==> src/rtl/uart_pkg.sv <==
// Shared UART definitions: tx state encoding, parity modes,
// default frame constants and a parity helper.
package uart_pkg;

   typedef enum logic [2:0] {
      IDLE,
      START,
      DATA,
      PARITY,
      STOP
   } tx_state_e;

   localparam bit PARITY_MODE_EVEN = 1'b0;
   localparam bit PARITY_MODE_ODD  = 1'b1;

   localparam int UART_DATA_BITS  = 8;
   localparam int UART_OVERSAMPLE = 16;

   // Narrower bytes are zero-extended, which leaves the XOR unchanged.
   function automatic logic uart_parity(input logic [7:0] d,
                                        input logic       odd);
      return (^d) ^ odd;
   endfunction

endpackage

==> src/rtl/uart_tx_if.sv <==
// Byte handshake between a host byte source and the transmitter.
// data_in/data_valid flow master->slave, data_ready slave->master.
interface uart_tx_if #(
   parameter int DATA_BITS = 8
);
   logic [DATA_BITS-1:0] data_in;
   logic                 data_valid;
   logic                 data_ready;

   modport master (
      output data_in,
      output data_valid,
      input  data_ready
   );

   modport slave (
      input  data_in,
      input  data_valid,
      output data_ready
   );
endinterface

==> src/rtl/uart_tx_hold.sv <==
// One-entry holding register behind the valid/ready handshake.
// Ports: clk, reset (async, active-low), up (slave handshake),
// drain_i (FSM takes the byte), full_o, data_o (held byte).
module uart_tx_hold #(
   parameter int DATA_BITS = 8
) (
   input  logic                 clk,
   input  logic                 reset,
   uart_tx_if.slave             up,
   input  logic                 drain_i,
   output logic                 full_o,
   output logic [DATA_BITS-1:0] data_o
);

   logic                 full_q, full_d;
   logic [DATA_BITS-1:0] data_q, data_d;

   // Accept only while empty, drain only while full: never both.
   always_comb begin
      full_d = full_q;
      data_d = data_q;
      if (drain_i) begin
         full_d = 1'b0;
      end
      if (up.data_valid && !full_q) begin
         full_d = 1'b1;
         data_d = up.data_in;
      end
   end

   always_ff @(posedge clk or negedge reset) begin
      if (!reset) begin
         full_q <= 1'b0;
         data_q <= '0;
      end else begin
         full_q <= full_d;
         data_q <= data_d;
      end
   end

   assign up.data_ready = !full_q;
   assign full_o        = full_q;
   assign data_o        = data_q;

endmodule

==> src/rtl/uart_tx.sv <==
// UART transmitter: start, LSB-first data, optional parity, stop bits.
// Ports: clk, reset (async, active-low), tick (baud enable),
// host (byte handshake), tx (line), busy, tx_done (end-of-frame pulse).
module uart_tx import uart_pkg::*; #(
   parameter int DATA_BITS  = UART_DATA_BITS,
   parameter int OVERSAMPLE = UART_OVERSAMPLE,
   parameter bit PARITY_EN  = 1'b0,
   parameter bit PARITY_ODD = PARITY_MODE_EVEN,
   parameter int STOP_BITS  = 1
) (
   input  logic clk,
   input  logic reset,
   input  logic tick,
   uart_tx_if.slave host,
   output logic tx,
   output logic busy,
   output logic tx_done
);

   localparam int TW = (OVERSAMPLE > 1) ? $clog2(OVERSAMPLE) : 1;
   localparam logic [TW-1:0] TICK_LAST = TW'(OVERSAMPLE - 1);
   localparam logic [2:0]    DATA_LAST = 3'(DATA_BITS - 1);
   localparam logic [2:0]    STOP_LAST = 3'(STOP_BITS - 1);

   tx_state_e            state_q, state_d;
   logic [TW-1:0]        tick_cnt_q, tick_cnt_d;
   logic [2:0]           bit_cnt_q, bit_cnt_d;
   logic [DATA_BITS-1:0] shift_q, shift_d;
   logic                 par_q, par_d;
   logic                 tx_q, tx_d;
   logic                 done_q, done_d;

   logic                 hold_full;
   logic [DATA_BITS-1:0] hold_data;
   logic                 bit_end;
   logic                 frame_end;
   logic                 load;

   uart_tx_hold #(.DATA_BITS(DATA_BITS)) u_hold (
      .clk     (clk),
      .reset   (reset),
      .up      (host),
      .drain_i (load),
      .full_o  (hold_full),
      .data_o  (hold_data)
   );

   assign bit_end   = tick && (tick_cnt_q == TICK_LAST);
   assign frame_end = (state_q == STOP) && bit_end
                   && (bit_cnt_q == STOP_LAST);
   // A waiting byte starts from IDLE, or straight off the last stop bit.
   assign load = hold_full && tick
              && ((state_q == IDLE) || frame_end);

   always_comb begin
      state_d    = state_q;
      tick_cnt_d = tick_cnt_q;
      bit_cnt_d  = bit_cnt_q;
      shift_d    = shift_q;
      par_d      = par_q;
      tx_d       = tx_q;
      done_d     = 1'b0;

      if (tick && (state_q != IDLE)) begin
         tick_cnt_d = bit_end ? '0 : tick_cnt_q + 1'b1;
      end

      unique case (state_q)
         IDLE: begin
            tx_d = 1'b1;
         end
         START: begin
            if (bit_end) begin
               tx_d      = shift_q[0];
               bit_cnt_d = '0;
               state_d   = DATA;
            end
         end
         DATA: begin
            if (bit_end) begin
               if (bit_cnt_q == DATA_LAST) begin
                  bit_cnt_d = '0;
                  if (PARITY_EN) begin
                     tx_d    = par_q;
                     state_d = PARITY;
                  end else begin
                     tx_d    = 1'b1;
                     state_d = STOP;
                  end
               end else begin
                  shift_d   = shift_q >> 1;
                  tx_d      = shift_q[1];
                  bit_cnt_d = bit_cnt_q + 3'd1;
               end
            end
         end
         PARITY: begin
            if (bit_end) begin
               tx_d      = 1'b1;
               bit_cnt_d = '0;
               state_d   = STOP;
            end
         end
         STOP: begin
            if (frame_end) begin
               done_d  = 1'b1;
               tx_d    = 1'b1;
               state_d = IDLE;
            end else if (bit_end) begin
               bit_cnt_d = bit_cnt_q + 3'd1;
            end
         end
         default: begin
            state_d = IDLE;
            tx_d    = 1'b1;
         end
      endcase

      if (load) begin
         shift_d    = hold_data;
         par_d      = uart_parity(8'(hold_data), PARITY_ODD);
         tx_d       = 1'b0;
         tick_cnt_d = '0;
         bit_cnt_d  = '0;
         state_d    = START;
      end
   end

   always_ff @(posedge clk or negedge reset) begin
      if (!reset) begin
         state_q    <= IDLE;
         tick_cnt_q <= '0;
         bit_cnt_q  <= '0;
         shift_q    <= '0;
         par_q      <= 1'b0;
         tx_q       <= 1'b1;
         done_q     <= 1'b0;
      end else begin
         state_q    <= state_d;
         tick_cnt_q <= tick_cnt_d;
         bit_cnt_q  <= bit_cnt_d;
         shift_q    <= shift_d;
         par_q      <= par_d;
         tx_q       <= tx_d;
         done_q     <= done_d;
      end
   end

   assign tx      = tx_q;
   assign tx_done = done_q;
   assign busy    = (state_q != IDLE) | hold_full;

endmodule

==> src/flat_wrapper.sv <==
// flat-port wrapper written by rule: the top's interface ports become plain ports
module uart_tx_flat import uart_pkg::*;
#(
   parameter int DATA_BITS  = UART_DATA_BITS,
   parameter int OVERSAMPLE = UART_OVERSAMPLE,
   parameter bit PARITY_EN  = 1'b0,
   parameter bit PARITY_ODD = PARITY_MODE_EVEN,
   parameter int STOP_BITS  = 1
)
  (clk, reset, tick, tx, busy, tx_done, host_data_in, host_data_valid, host_data_ready);
  uart_tx_if #(.DATA_BITS(DATA_BITS)) host_i ();
  input  logic clk;
  input  logic reset;
  input  logic tick;
  output logic tx;
  output logic busy;
  output logic tx_done;
  input wire logic [$bits(host_i.data_in)-1:0] host_data_in;
  input wire logic [$bits(host_i.data_valid)-1:0] host_data_valid;
  output wire logic [$bits(host_i.data_ready)-1:0] host_data_ready;
  assign host_i.data_in = host_data_in;
  assign host_i.data_valid = host_data_valid;
  assign host_data_ready = host_i.data_ready;
  uart_tx #(.DATA_BITS(DATA_BITS), .OVERSAMPLE(OVERSAMPLE), .PARITY_EN(PARITY_EN), .PARITY_ODD(PARITY_ODD), .STOP_BITS(STOP_BITS)) u_core (.clk(clk), .reset(reset), .tick(tick), .host(host_i), .tx(tx), .busy(busy), .tx_done(tx_done));
endmodule
==> config.mk <==
export PLATFORM = sky130hd
export DESIGN_NAME = uart_tx_flat
export DESIGN_NICKNAME = d
export VERILOG_FILES = /design/src/rtl/uart_pkg.sv /design/src/rtl/uart_tx_if.sv /design/src/rtl/uart_tx_hold.sv /design/src/rtl/uart_tx.sv /design/src/flat_wrapper.sv
export SDC_FILE = /design/constraint.sdc
export NUM_CORES = 1
export LEC_CHECK = 0
export ABC_AREA = 0
export CAP_MARGIN = 10
export CORE_MARGIN = 10
export CORE_UTILIZATION = 50
export CTS_CLUSTER_DIAMETER = 50
export DETAILED_ROUTE_END_ITERATION = 7
export PLACE_DENSITY_LB_ADDON = 0.12
export SYNTH_ARGS = -nofsm -noshare
export SYNTH_HDL_FRONTEND = slang
export SYNTH_HIERARCHICAL = 1
export SYNTH_SLANG_ARGS = --single-unit
==> constraint.sdc <==
create_clock -name clk -period 2 [get_ports clk]
set_input_delay 0.4 -clock clk [delete_from_list [all_inputs] [get_ports clk]]
set_output_delay 0.4 -clock clk [all_outputs]
set_load 0.1 [all_outputs]
After elaboration in Yosys (flattened, before gate mapping)
Index checks and enable logic that the tools add are counted.

cells by class
  add/subtract/negate cells = 2
  equal/unequal tests = 16
  reductions and logical operators = 22
  mux-type cells = 32
  bitwise gates (word level) = 1

operators by type and width
  operator                                               count
  2-to-1 mux 3 bit                                       12
  2-to-1 mux 8 bit                                       4
  inequality test 3 x 1 -> 1 bit, second input constant  7
  one-hot mux 3 bit (5 select lines)                     1
  2-to-1 mux 4 bit                                       3
  2-to-1 mux 1 bit                                       10
  one-hot mux 3 bit (3 select lines)                     1
  nonzero test 2 bit                                     4
  logical AND 1 bit                                      7
  equality test 3 x 2 -> 1 bit, second input constant    2
  equality test 3 bit, second input constant             2
  logical NOT 3 bit                                      2
  AND reduction 6 bit                                    1
  AND reduction 5 bit                                    1
  adder 4 x 1 -> 4 bit, second input constant            1
  equality test 4 bit, second input constant             1
  inequality test 2 x 1 -> 1 bit, second input constant  2
  one-hot mux 1 bit (4 select lines)                     1
  AND reduction 4 bit                                    1
  nonzero test 4 bit                                     1
  adder 3 x 1 -> 3 bit, second input constant            1
  equality test 3 x 1 -> 1 bit, second input constant    1
  inequality test 3 bit, second input constant           1
  AND reduction 3 bit                                    1
  other kinds (5)                                        5

word-level totals
  bits in registers = 29
  output and inout port bits = 4

Longest topological paths before layout
Gate-level depths: netlist of run 1.

  depth after elaboration = 8
  gate-level depth with buffers = 8
  depth with buffers taken out = 6

Cells and area by module
The synthesis of run 1 kept the hierarchy.

by module, submodules not included
  module        area each (µm²)  times used  cells each
  uart_tx       1,173.6          1           115
  uart_tx_hold  374.1            1           21

Worst setup path before layout of run 1
Ideal clock, no wire load.

  path kind = reg-to-reg
  start = register u_core.bit_cnt_q[0]
  end = register u_core.shift_q[2]
  period minus slack after synthesis = 2.085 ns
  path slack = -0.085 ns
  setup time = 0.125 ns
  arrival time = 1.960 ns
  required time = 1.875 ns
  stages on the path, launching flop included = 7
  buffers on the path = 1
  cell sequence = dfrtp_1 > ha_1 > ha_1 > or4_4 > buf_6 > mux2_4 > mux2_2

on the way
  cells in the longest elaborated chain, start to end = 6

RTL lines
  element                                                                                       RTL line        source
  from (decl)                                                                                   uart_tx.sv:27   logic [2:0] bit_cnt_q, bit_cnt_d;
  from (signal assigned)                                                                        uart_tx.sv:141  bit_cnt_q <= bit_cnt_d;
  logical NOT 3 bit                                                                             uart_tx.sv:50   && (bit_cnt_q == STOP_LAST);
  logical AND 1 bit                                                                             uart_tx.sv:50
  logical OR 1 bit                                                                              uart_tx.sv:53   && ((state_q == IDLE) || frame_end);
  logical AND 1 bit                                                                             uart_tx.sv:53
  inequality test 2 x 1 -> 1 bit (no source line) / nonzero test 2 bit (equally long branches)  -
  AND reduction 3 bit (no source line)                                                          -
  to (signal assigned)                                                                          uart_tx.sv:142  shift_q <= shift_d;
  to (decl)                                                                                     uart_tx.sv:28   logic [DATA_BITS-1:0] shift_q, shift_d;

Several ways; a longest one is shown, not always the timed one.
A chain may end at the register's enable or synchronous reset.

Worst setup path in the final report of run 1
  start = register u_core.bit_cnt_q[0]
  end = register u_core.shift_q[4]

Same word-level chain as after synthesis.

==> results_dict.tcl, run 1 <==
set metrics [dict create \
    pwr-share-seq_pct 38.7 \
    vias 1173 \
    finalWorstSetupSlack_ns -0.00217 \
    synth_area_per_cell_sq_um 11.4 \
    vias_per_cell 5.64 \
    setup_tns_ns -0.00315 \
    r2r_setup_slack_ns -0.002 \
    synth.most_common_cell "dfrtp_1" \
    hold_viol 0 \
    drv_cap 0 \
    cts_root_buffer "clkbuf_4" \
    die_x_um 75.6 \
    grt_pass1_vias 1190 \
    period_share_pct 100 \
    numPortBuffers 15 \
    grt_start_max_net_pins 30 \
    power.internal_mw 1.71 \
    drtAntennaViolNets 0 \
    dp_hpwl_mm 2.32 \
    synth_top_area_share_pct 45.3 \
    worstSetupStartpoint "u_core/bit_cnt_q[0]$_DFFE_PN0P_" \
    timing.slew.headroom_pct 74.6 \
    final_cells 208 \
    skew_ns 0.0132 \
    core_area_sq_mm 0.00300 \
    ir_worst_vdd_uv 671 \
    p_leak_nw 0.912 \
    slew_viol_final 0 \
    grt_pass1_wl_mm 5.52 \
    critPathMaxFanout 7 \
    synth-main-ff-cell "dfrtp_1" \
    grt_use_total_pct 12.7 \
    synth_nets 152 \
    crit_arrival_ns 2.21 \
    p_sw_mw 0.980 \
    cts_tree "built" \
    pwr-share-comb_pct 47.7 \
    synth_edf_count 0 \
    post-route-min-period_ns 2.00 \
    h-tree-depth 2 \
    drive_gt1_share_pct 38.9 \
    antenna_found_initial 0 \
    async_flop_share_pct 100 \
    synthTopCellsByCount "dfrtp_1 (28), mux2_4 (13), o21ai_0 (11)" \
    worst-setup-path-type "register to register" \
    worst_slew_pin_slew_ns 0.381 \
    fmax_mhz 499 \
    hp-class "primary input to async pin" \
    synth_top_area_cell "dfrtp_1" \
    remaining_drc_errors 0 \
    ys_warn_count 6 \
    wire_per_inst_um 15.4 \
    synthDistinctLibCells 39 \
    power.density_mw_per_mm2 1330 \
    cts_buffer_depth 2 \
    placedCellCount 196 \
    die_h_um 75.6 \
    gp_congestion 0.808 \
    worstRegToRegCells 5 \
    cts.clk_slew.worst_paths_ns 0.10 \
    rsz0062_at_grt "yes" \
    routed_wl_mm 3.21 \
    initial_core_util_pct 51.5 \
    drt_iter0_drc 107 \
    synth.area.top_cells "dfrtp_1 (45%), mux2_4 (13%), mux2_2 (3.6%)" \
    mappedNetlistArea_sq_mm 0.00155 \
    dr.pass1.iters 4 \
    grt.overflow.total 0 \
    worstSkewPairLatency_ns 0.32 \
    die-area_sq_mm 0.00572 \
    dp_worst_setup_slack_ns -0.301 \
    seq_area_frac_synth_pct 47.0 \
    synth_cells 136 \
    clockPowerShare_pct 13.6 \
    status "finished with violations" \
    violations "setup timing" \
    swShare_pct 36.5 \
    ios 16 \
    crit_path_end "u_core/shift_q[4]$_DFFE_PN0P_" \
    required_ns 2.20 \
    crit_path_end_kind "register" \
    r2r-start "u_core/bit_cnt_q[0]$_DFFE_PN0P_" \
    fin_nets 191 \
    area.growth.synth_to_final_pct 30.6 \
    cts_hold_buf 0 \
    n_antenna_cell 0 \
    finalSetupViolCount 2 \
    reg2reg_to "u_core/shift_q[4]$_DFFE_PN0P_" \
    cts_buffers 5 \
    cp-start-kind "register" \
    cts_sinks 29 \
    rows 20 \
    synth.ff_latch_count 29 \
]
logic make-up after synthesis:
kind of cell / synth area share, %
mux: 16.2
compound gates: 15.0
buf+inv: 5.01
fa+ha+maj: 3.23
simple gates: 13.5
flops: 47.0
per-layer routing:
metal / global-route usage (%) / share of wire, %
met4: 5.98 / 1.9
met3: 4.69 / 6.8
met5: 0 / 0
met1: 14.8 / 44
met2: 20.2 / 47
metrics by stage:
| step | power [mW] | hold slack [ns] | cell area [sq um] | utilization (%) |
|---|---|---|---|---|
| 3_3_place_gp | 2.21 | 0.497 | 1900 | 63.2 |
| 4_1_cts | 2.67 | 0.458 | 1980 | 66.1 |
| 6_report | 2.69 | 0.443 | 2020 | 67.3 |
| 3_5_place_dp | 2.25 | 0.491 | 1900 | 63.2 |
| 5_1_grt | 2.87 | 0.483 | 2020 | 67.3 |
| 2_1_floorplan | 1.85 | 0.104 | 1580 | - |
state kept, by name, summed over array words and instances, names as in the netlist:
| signal | count |
|---|---|
| u_core/state_q | 3 |
| u_core/tx_done | 1 |
| u_core/tick_cnt_q | 4 |
| u_core/u_hold/full_o | 1 |
| u_core/u_hold/data_o | 8 |
| u_core/shift_q | 8 |
| u_core/tx | 1 |
| u_core/bit_cnt_q | 3 |
power groups by stage:
stage | registers (mW) | clock network [mW] | logic, mW
after detailed placement | 1.08 | 0 | 1.17
final | 1.04 | 0.365 | 1.28
after global routing | 1.07 | 0.409 | 1.39
after floorplan | 1.06 | 0 | 0.793
after CTS | 1.04 | 0.376 | 1.25
after global placement | 1.07 | 0 | 1.15
how the worst min path moves through the flow:
stage                                          end  slack [ns]  cells past startpoint
2_1_floorplan      u_core/bit_cnt_q[0]$_DFFE_PN0P_        0.10                      0
6_report          u_core/tick_cnt_q[3]$_DFFE_PN0P_        0.44                      2
3_3_place_gp   u_core/u_hold/data_o[4]$_DFFE_PN0P_        0.50                      1
5_1_grt           u_core/tick_cnt_q[3]$_DFFE_PN0P_        0.48                      2
3_5_place_dp   u_core/u_hold/data_o[4]$_DFFE_PN0P_        0.49                      1
4_1_cts           u_core/tick_cnt_q[0]$_DFFE_PN0P_        0.46                      2
critical path, stage by stage, from the launching register on:
cell     delay (ns)
dfrtp_1        0.42
ha_2           0.21
ha_4           0.17
or4_4          0.51
mux2_4         0.32
mux2_2         0.26
cells in the final DEF (no fill, tap or decap), types with 2 or more instances in the layout:
| master | count |
|---|---|
| o31ai_1 | 2 |
| buf_4 | 25 |
| ha_4 | 2 |
| a221o_1 | 2 |
| o21ai_0 | 11 |
| mux2_2 | 5 |
| dfrtp_1 | 26 |
| o22ai_1 | 2 |
| clkdlybuf4s50_1 | 11 |
| o32ai_1 | 2 |
| a22o_1 | 3 |
| o21bai_1 | 3 |
| mux2_4 | 13 |
| or3_1 | 2 |
| nand4_1 | 2 |
| nor2_1 | 3 |
| nand2b_4 | 2 |
| clkbuf_4 | 5 |
| buf_12 | 3 |
| nand3b_1 | 2 |
| a21oi_1 | 7 |
| nand2_1 | 6 |
| dfrtp_2 | 2 |
| inv_1 | 8 |
layout make-up:
type | count | area (sq um)
fillers | 239 | 982
inverters | 8 | 30.0
well taps | 33 | 41.3
repair buffers | 40 | 369
clock buffers | 7 | 55.1
flip-flops and latches | 29 | 729
multi-input cells | 91 | 796
repair_timing:
item / CTS / global route
gates resized for setup: 4 / 4
pin swaps: 0 / 1
endpoints found under the hold margin: 0 / 0
buffers inserted: 3 / 2
setup endpoints to repair: 1 / 10
gates cloned: 0 / 0
No activity file was read; power rests on OpenSTA's default activity.
==> run 2, diff against run 1 <==
Settings changed: ABC_AREA 0 to default, SLEW_MARGIN from default to 20.
==> results of run 2 <==
Final layout, timing and power as in run 1 (identical DEF).
==> run 3, diff against run 2 <==
Settings changed: SETUP_SLACK_MARGIN from default to 0.2, SLEW_MARGIN 20 to 10.
==> run 3 against run 2 <==
The run still ends with setup timing left. Hold slack worse by 0.0018 ns. Worst setup slack worse by 0.086 ns. Sequential power barely moved. Global-route usage rose by 1.8 points. First-iteration DRC count up 110%. Power is 5.9% higher. Sequential cell count stayed put. Core utilization grew 3.3 points. Largest power group unchanged. Highest routed layer unchanged.
==> results_dict.tcl, run 3 (synthesis gave the netlist of run 1 again) <==
set metrics [dict create \
    slowest_delay_ns 0.42 \
    die-area_sq_mm 0.00572 \
    cp-start-kind "register" \
    vias_per_cell 5.74 \
    grt_start_max_net_pins 30 \
    placedCellCount 196 \
    h-tree-depth 2 \
    cts_hold_buf 0 \
    power.density_mw_per_mm2 1340 \
    worstSetupStartpoint "u_core/state_q[1]$_DFFE_PN0P_" \
    crit_chain "buf_6 > or3_4 > or2_4 > buf_12" \
    die_h_um 75.6 \
    reg2reg_to "u_core/shift_q[6]$_DFFE_PN0P_" \
    area.growth.synth_to_final_pct 36.9 \
    crit_path_end "busy" \
    n_antenna_cell 0 \
    grt.overflow.total 0 \
    grt_use_total_pct 14.5 \
    final_cell_mix "dfrtp_1 (28), buf_4 (27), mux2_4 (18)" \
    drv_cap 0 \
    drtAntennaViolNets 0 \
    post-route-util_pct 70.6 \
    r2r_setup_slack_ns 0.03 \
    r2r-start "u_core/bit_cnt_q[1]$_DFFE_PN0P_" \
    slowest_stage "dfrtp_1" \
    n_fill_cell 230 \
    rsz0062_at_grt "yes" \
    fin_nets 198 \
    finalWorstSetupSlack_ns -0.0884 \
    cp_top_family "simple AND/OR/NAND/NOR gates" \
    skew_ns 0.0134 \
    finalSetupViolCount 1 \
    die_x_um 75.6 \
    worst-setup-path-type "register to primary output" \
    rows 20 \
    placed_area_sq_mm 0.00190 \
    dp_hpwl_mm 2.39 \
    multi_input_area_sq_um 831 \
    status "finished with violations" \
    cts_tree "built" \
    cts_buffers 5 \
    cts_sinks 29 \
    drive_gt1_share_pct 43.2 \
    gp_congestion 0.810 \
    cts.clk_slew.worst_paths_ns 0.10 \
    ir_worst_vdd_uv 795 \
    drt_iter0_drc 222 \
    numPortBuffers 15 \
    violations "setup timing" \
    fmax_mhz 479 \
    hold_viol 0 \
    cp.depth 4 \
    post-route-min-period_ns 2.09 \
    final_cells 216 \
    worstSkewPairLatency_ns 0.34 \
    critPathMaxFanout 2 \
    period_share_pct 104 \
    routed_wl_mm 3.78 \
    initial_core_util_pct 51.5 \
    worstRegToRegCells 5 \
    ios 16 \
    crit_path_end_kind "primary output" \
    dp_worst_setup_slack_ns -0.312 \
    required_ns 1.60 \
    antenna_found_initial 0 \
    dr.pass1.iters 4 \
    timing.slew.headroom_pct 75.2 \
    layout.area.seq_sq_um 727 \
    final_cell_area_sq_mm 0.00212 \
    crit_buf_inv 2 \
    p_leak_nw 0.975 \
    slew_viol_final 0 \
    wire_per_inst_um 17.5 \
    core_area_sq_mm 0.00300 \
    hp-class "primary input to async pin" \
    layout_commonest_cell "dfrtp_1" \
    grt_pass1_wl_mm 6.33 \
    cts_buffer_depth 2 \
    worst_slew_pin_slew_ns 0.373 \
    remaining_drc_errors 0 \
    vias 1239 \
    cts_root_buffer "clkbuf_4" \
    grt_pass1_vias 1330 \
    crit_arrival_ns 1.69 \
]
==> run 3: cell count changes in the layout (fill, tap and decap cells not counted), sizes merged <==
| cell | delta |
|---|---|
| dlygate4sd2 | +1 |
| clkdlybuf4s50 | -1 |
| clkinv | +2 |
| buf | +7 |
| clkbuf | -1 |
==> run 3: worst min path at each step <==
stage	from	to	depth (start not counted)
after detailed placement	u_core/u_hold/data_o[4]$_DFFE_PN0P_	u_core/u_hold/data_o[4]$_DFFE_PN0P_	1
after global routing	reset	u_core/state_q[1]$_DFFE_PN0P_	2
after global placement	u_core/u_hold/data_o[7]$_DFFE_PN0P_	u_core/shift_q[7]$_DFFE_PN0P_	1
after CTS	reset	u_core/state_q[1]$_DFFE_PN0P_	2
after floorplan	reset	u_core/bit_cnt_q[0]$_DFFE_PN0P_	0
final	reset	u_core/state_q[1]$_DFFE_PN0P_	2
==> run 3: final cells by class <==
type / instances / area share, %
flip-flops and latches: 29 / 34.3
inverters: 8 / 1.42
clock buffers: 6 / 1.95
repair buffers: 47 / 20.7
clock inverters: 2 / 0.472
multi-input cells: 91 / 39.2
well taps: 33 / 1.95
==> run 3: per-stage QoR <==
step | TNS, ns | hold WS [ns] | power, mW
final | -0.0884 | 0.442 | 2.85
after global routing | -0.259 | 0.468 | 3.02
after CTS | -0.0760 | 0.450 | 2.80
after detailed placement | -2.66 | 0.492 | 2.26
after global placement | -2.41 | 0.494 | 2.23
after floorplan | -0.0299 | 0.104 | 1.86
==> run 3: metal layers <==
layer / share of wire, % / track usage [%] / wire length (um)
met1: 43 / 16.7 / 1640
met2: 49 / 24.1 / 1870
met5: 0 / 0 / 0
met4: 1.7 / 6.39 / 66
met3: 5.5 / 4.56 / 209
==> run 3: worst register-to-register path, stage by stage, from the launching register on <==
cell and delay (ns):
dfrtp_1 0.40, ha_2 0.21, ha_4 0.16, or4_4 0.50, mux2_4 0.33, mux2_4 0.26
==> run 3: power breakdown <==
part / leakage, nW / internal, mW / switching (mW) / total [mW]
registers: 0.354 / 0.838 / 0.234 / 1.07
clock network: 0.0320 / 0.134 / 0.218 / 0.352
logic: 0.589 / 0.790 / 0.632 / 1.42
total: 0.975 / 1.76 / 1.08 / 2.85
==> run 3: repair_timing <==
action | 4_1_cts | 5_1_grt
pin swaps | 5 | 3
buffers inserted | 10 | 2
cloned | 0 | 0
gates resized for setup | 22 | 4
hold endpoints to repair | 0 | 0
endpoints found under the setup margin | 12 | 16
